`config.mk`:
```
export PLATFORM = sky130hd
export DESIGN_NAME = pipeline_stage3_ex_mem
export DESIGN_NICKNAME = d
export VERILOG_FILES = /design/src/rtl/pipeline_stage3_ex_mem.sv
export SDC_FILE = /design/constraint.sdc
export NUM_CORES = 1
export LEC_CHECK = 0
export ABC_AREA = 1
export CELL_PAD_IN_SITES_DETAIL_PLACEMENT = 1
export CELL_PAD_IN_SITES_GLOBAL_PLACEMENT = 2
export CORE_ASPECT_RATIO = 0.6
export CORE_MARGIN = 3
export CORE_UTILIZATION = 22
export CTS_CLUSTER_SIZE = 16
export DETAILED_ROUTE_END_ITERATION = 10
export GPL_ROUTABILITY_DRIVEN = 0
export GPL_TIMING_DRIVEN = 1
export PLACE_DENSITY_LB_ADDON = 0.1
export SYNTH_ARGS = -nofsm -noshare
export SYNTH_HDL_FRONTEND = slang
export SYNTH_SLANG_ARGS = --single-unit
```
`constraint.sdc`:
```
create_clock -name clk -period 3.4 [get_ports clk]
set_input_delay 0.34 -clock clk [delete_from_list [all_inputs] [get_ports clk]]
set_output_delay 0.34 -clock clk [all_outputs]
set_load 0.05 [all_outputs]
```
`src/rtl/pipeline_stage3_ex_mem.sv`:
```
// EX/MEM pipeline register: captures the executed instruction, resolves branches into a
// registered flush/redirect, and holds upstream while a data-memory access waits for mem_ready.
module pipeline_stage3_ex_mem #(
    parameter int unsigned WIDTH       = 16,
    parameter int unsigned MEM_TIMEOUT = 8
) (
    input  logic             clk,
    input  logic             reset,
    input  logic             in_valid,
    input  logic             in_branch,
    input  logic             in_jump,
    input  logic             in_Mem_WE,
    input  logic             in_Mem_bypass,
    input  logic             in_ALU_bypass,
    input  logic [WIDTH-1:0] in_instruction,
    input  logic [WIDTH-1:0] in_alu_result,
    input  logic             in_alu_zero,
    input  logic [WIDTH-1:0] in_RD2,
    input  logic [WIDTH-1:0] in_target,
    input  logic [WIDTH-1:0] in_wa,
    input  logic             mem_ready,
    output logic             out_valid,
    output logic             out_Mem_WE,
    output logic             out_Mem_bypass,
    output logic             out_ALU_bypass,
    output logic [WIDTH-1:0] out_instruction,
    output logic [WIDTH-1:0] out_alu_result,
    output logic [WIDTH-1:0] out_store_data,
    output logic [WIDTH-1:0] out_wa,
    output logic             mem_req,
    output logic             stall_out,
    output logic             flush_out,
    output logic [WIDTH-1:0] redirect_pc,
    output logic             mem_err
);

    localparam int unsigned     CntW   = $clog2(MEM_TIMEOUT);
    localparam logic [CntW-1:0] CntMax = CntW'(MEM_TIMEOUT - 1);

    typedef enum logic [0:0] {StRun, StWaitMem} state_e;

    state_e           state_q, state_d;
    logic [CntW-1:0]  cnt_q, cnt_d;
    logic             flush_q, flush_d;
    logic             err_q, err_d;
    logic [WIDTH-1:0] redirect_q, redirect_d;
    logic             valid_q, valid_d;
    logic             we_q, we_d;
    logic             mbyp_q, mbyp_d;
    logic             abyp_q, abyp_d;
    logic [WIDTH-1:0] instr_q, instr_d;
    logic [WIDTH-1:0] alu_q, alu_d;
    logic [WIDTH-1:0] sdata_q, sdata_d;
    logic [WIDTH-1:0] wa_q, wa_d;

    logic waiting, hold, taken;

    assign waiting = (state_q == StWaitMem);
    // The last waiting cycle never holds: a timed-out access completes like a ready one.
    assign hold    = waiting & ~mem_ready & (cnt_q != CntMax);
    assign taken   = in_valid & ((in_branch & in_alu_zero) | in_jump);

    always_comb begin
        state_d    = state_q;
        cnt_d      = cnt_q;
        flush_d    = flush_q;
        err_d      = err_q;
        redirect_d = redirect_q;
        valid_d    = valid_q;
        we_d       = we_q;
        mbyp_d     = mbyp_q;
        abyp_d     = abyp_q;
        instr_d    = instr_q;
        alu_d      = alu_q;
        sdata_d    = sdata_q;
        wa_d       = wa_q;

        if (hold) begin
            cnt_d = cnt_q + 1'b1;
        end else begin
            if (waiting && !mem_ready) begin
                err_d = 1'b1;
            end
            if (flush_q) begin
                // Wrong-path slot after a taken branch/jump becomes a bubble.
                valid_d = 1'b0;
                we_d    = 1'b0;
                mbyp_d  = 1'b0;
                abyp_d  = 1'b0;
                instr_d = '0;
                alu_d   = '0;
                sdata_d = '0;
                wa_d    = '0;
                flush_d = 1'b0;
            end else begin
                valid_d = in_valid;
                we_d    = in_Mem_WE & in_valid;
                mbyp_d  = in_Mem_bypass & in_valid;
                abyp_d  = in_ALU_bypass & in_valid;
                instr_d = in_instruction;
                alu_d   = in_alu_result;
                sdata_d = in_RD2;
                wa_d    = in_wa;
                if (taken) begin
                    flush_d    = 1'b1;
                    redirect_d = in_target;
                end
            end
            state_d = (valid_d && !mbyp_d) ? StWaitMem : StRun;
            cnt_d   = '0;
        end
    end

    always_ff @(posedge clk or posedge reset) begin
        if (reset) begin
            state_q    <= StRun;
            cnt_q      <= '0;
            flush_q    <= 1'b0;
            err_q      <= 1'b0;
            redirect_q <= '0;
            valid_q    <= 1'b0;
            we_q       <= 1'b0;
            mbyp_q     <= 1'b0;
            abyp_q     <= 1'b0;
            instr_q    <= '0;
            alu_q      <= '0;
            sdata_q    <= '0;
            wa_q       <= '0;
        end else begin
            state_q    <= state_d;
            cnt_q      <= cnt_d;
            flush_q    <= flush_d;
            err_q      <= err_d;
            redirect_q <= redirect_d;
            valid_q    <= valid_d;
            we_q       <= we_d;
            mbyp_q     <= mbyp_d;
            abyp_q     <= abyp_d;
            instr_q    <= instr_d;
            alu_q      <= alu_d;
            sdata_q    <= sdata_d;
            wa_q       <= wa_d;
        end
    end

    assign mem_req         = waiting;
    assign stall_out       = hold;
    assign flush_out       = flush_q;
    assign redirect_pc     = redirect_q;
    assign mem_err         = err_q;
    assign out_valid       = valid_q;
    assign out_Mem_WE      = we_q;
    assign out_Mem_bypass  = mbyp_q;
    assign out_ALU_bypass  = abyp_q;
    assign out_instruction = instr_q;
    assign out_alu_result  = alu_q;
    assign out_store_data  = sdata_q;
    assign out_wa          = wa_q;

endmodule

```
# Word-level counts from Yosys, hierarchy flattened
# Index checks and enable logic that the tools add are counted.
# totals
reg_bits,90
in_bits,90
out_inout_bits,88
wordCells,46
# classes
addsub,1
n_eq_ne,1
muxes,14
n_bitwise,11
reduce_logical,6
# op_table
op,n
$mux 16,4
$mux 1,9
$and 1x1->1,7
$add 3x1->3 const B,1
$mux 3,1
$ne 3x3->1 const B,1
$not 1->1,3
$reduce_and 3->1,1
$logic_and 1x1->1,2
$logic_not 1->1,2
$reduce_and 2->1,1
$or 1x1->1,1

# Logic depth before layout (Yosys ltp)
# logic_depth
ltp_word,7
ltp_mapped,9

# Worst setup path after synthesis
# Ideal clock, no wire load.
# synth_timing
path_type,flip-flop to output port
from,register cnt_q[0]
to,output port stall_out
arrival_time_ns,1.394
slack_ns,1.666
path_stages_with_launch,7
path_cell_list,dfrtp_1 -> ha_1 -> ha_1 -> inv_1 -> nand3_2 -> inv_2 -> buf_2
# synth_via
elab_chain_len,2
# synth_lines
element,line,text
start: declaration,43,"logic [CntW-1:0] cnt_q, cnt_d;"
start signal: assignment,131,cnt_q <= cnt_d;
$ne 3x3->1,60,assign hold = waiting & ~mem_ready & (cnt_q != CntMax);
$and 1x1->1,60,
end: declaration,31,"output logic stall_out,"
# No other way between the ends.

# Worst setup path in the final report
# Same ends and word-level chain as after synthesis.

==> results.yml <==
status:
  status: "finished clean"
critical_path:
  worstPathMaxFanout: 26
  ff2ff_setup_slack_ns: 1.27
  start_kind: "flop"
  end_kind: "output pin"
  path_class: "flop to output pin"
  cp_data_required_time_ns: 3.06
  crit_arrival_ns: 2.05
hold_path:
  hp-class: "primary input to async pin"
placement:
  portBuffers: 177
  place_inst: 753
  post-dp-hpwl_um: 9210
sta:
  hold_violations: 0
  rsz0062_at_grt: "false"
  worstMarginPinSlew_ns: 0.765
  fin_skew_ns: 0.00870
  fin_crit_ns: 2.39
  drv_slew: 0
  slew_headroom: 0.489
  fmax_mhz: 418
  fin_crit_sh: 0.704
  fin_setup_tns_ns: 0
  setup_viol: 0
yosys:
  postSynthCellCount: 392
  synth_cell_types: 15
  ys_seq_area_frac: 0.627
  syn_nets: 484
  ys.warnings.count: 0
  syn_area_mm2: 0.00359
  synth_area_per_cell_um2: 9.17
  ys_ff_latch: 90
power:
  ir_drop_v: 0.000198
  powerDensity_mw_per_mm2: 624
  total_power_mw: 3.67
  p_leak_nw: 2.78
global_route:
  grt_max_degree: 60
  antenna_found_initial: 1
  grt_pass1_wl_um: 20900
  gr-total-overflow: 0
  grt_pass1_vias: 3551
  grt_usage: 0.148
drt:
  drt-initial-drc-count: 179
  ant_nets: 0
  wirelength_um: 13200
  wl_per_cell_um: 17.2
  drc: 0
  vias: 3305
  firstDrtPassIters: 4
  via_per_inst: 4.30
job:
  cap_violations: 0
finish:
  layout-drive-gt1-share: 0.0548
  area_delta_synth_final_pct: 63.5
  antenna-diode-count: 0
  layout.cells.non_filler: 769
  fillers: 1804
  layout.nets: 653
clock_tree:
  cts_root_buf: "clkbuf_16"
  clkSinkCount: 90
  path_clk_slew_ns: 0.07
  cts_buffer_depth: 2
  clkLatencyLatePin_ns: 0.34
  cts_tree: "built"
  cts-htree-levels: 3
  numCtsBuffers: 9
  post_cts_resized: 0
  holdBufCountCts: 0
  post_cts_buffers: 0
die:
  core_area_mm2: 0.0157
  die-area_mm2: 0.0180
  fp-row-count: 35
  pin_count: 178
  initial_core_util: 0.229
  die_h_um: 105
  die_w_um: 171
## layout make-up
type	instances	area (µm²)	area share
flip-flops and latches	90	2250	0.383
repair buffers	185	1850	0.316
multi-input cells	265	1160	0.198
well taps	203	254	0.0432
clock buffers	11	253	0.0430
clock inverters	5	61.3	0.0104
inverters	10	40.0	0.00681
## path summary, 6_finish.rpt
| check | end | start | cells past startpoint |
|---|---|---|---|
| max | stall_out | cnt_q[0]$_DFF_PP0_ | 6 |
| min | out_alu_result[8]$_DFFE_PP0N_ | reset | 2 |
| max reg2reg | out_instruction[12]$_DFFE_PP0N_ | cnt_q[0]$_DFF_PP0_ | 8 |
| min reg2reg | cnt_q[0]$_DFF_PP0_ | cnt_q[0]$_DFF_PP0_ | 1 |
| max in group asynchronous | out_instruction[14]$_DFFE_PP0N_ | reset | 3 |
| min in group clk | cnt_q[0]$_DFF_PP0_ | cnt_q[0]$_DFF_PP0_ | 1 |
## power by group
| group | total, mW | switching (mW) | leakage, nW | internal [mW] |
|---|---|---|---|---|
| clock network | 1.06 | 0.444 | 0.156 | 0.615 |
| logic | 1.29 | 0.860 | 1.50 | 0.429 |
| registers | 1.32 | 0.0938 | 1.12 | 1.23 |
| total | 3.67 | 1.40 | 2.78 | 2.27 |
## Yosys cell counts
cell      instances  area share
nand3_2           2      0.0056
inv_1             9      0.0094
nand3_1          66       0.092
clkbuf_1          5      0.0052
nand2_1         172        0.18
ha_1              2      0.0070
nor2_1            4      0.0042
a31o_2            1      0.0024
buf_2            17       0.024
nand4_1          16       0.028
inv_2             1      0.0010
buf_6             2      0.0063
dfrtp_1          90        0.63
o21ai_0           2      0.0028
buf_4             3      0.0063
## worst max-delay path: stages (launching register included)
cell and delay [ns]:
dfrtp_1 0.39, ha_1 0.21, ha_1 0.21, inv_1 0.09, nand3_4 0.30, inv_2 0.34
buf_12 0.18
## registers in the layout (all words and copies together) (netlist names), 3 cells and up
| name | flops |
|---|---|
| cnt_q | 3 |
| out_instruction | 16 |
| redirect_pc | 16 |
| out_alu_result | 16 |
| out_store_data | 16 |
| out_wa | 16 |
## routing by layer
| metal | global-route usage | share of wire | vias to the layer above |
|---|---|---|---|
| li1 | - | - | 1592 |
| met1 | 0.225 | 0.52 | 1593 |
| met2 | 0.192 | 0.39 | 111 |
| met3 | 0.0647 | 0.092 | 7 |
| met4 | 0.0276 | 0.0049 | 2 |
| met5 | 0 | 0.00098 | - |
## through the flow
step / setup slack, ns / hold slack (ns) / area [µm²] / utilization
finish: 1.01 / 0.435 / 5880 / 0.375
CTS: 0.952 / 0.445 / 5880 / 0.375
floorplan: 0.725 / 0.410 / 3590 / -
detailed placement: 1.27 / 0.434 / 5560 / 0.355
global route: 0.861 / 0.477 / 5880 / 0.375
global placement: 1.34 / 0.420 / 5560 / 0.355
## kinds of logic after synthesis
group / share of synthesized area
and+or+nand+nor: 0.309
DFF: 0.627
buffers and inverters: 0.0519
AOI/OAI and AO/OA: 0.00522
adders and majority gates: 0.00696
## layout by cell type (no fill, tap or decap), drive strengths merged
| cell type | Yosys | layout |
|---|---|---|
| a31o | 1 | 1 |
| buf | 22 | 9 |
| bufinv | 0 | 1 |
| clkbuf | 5 | 11 |
| clkdlybuf4s50 | 0 | 176 |
| clkinv | 0 | 3 |
| dfrtp | 90 | 90 |
| ha | 2 | 2 |
| inv | 10 | 11 |
| nand2 | 172 | 172 |
| nand3 | 68 | 68 |
| nand4 | 16 | 16 |
| nor2 | 4 | 4 |
| o21ai | 2 | 2 |
(Power assumes the default switching activity.)
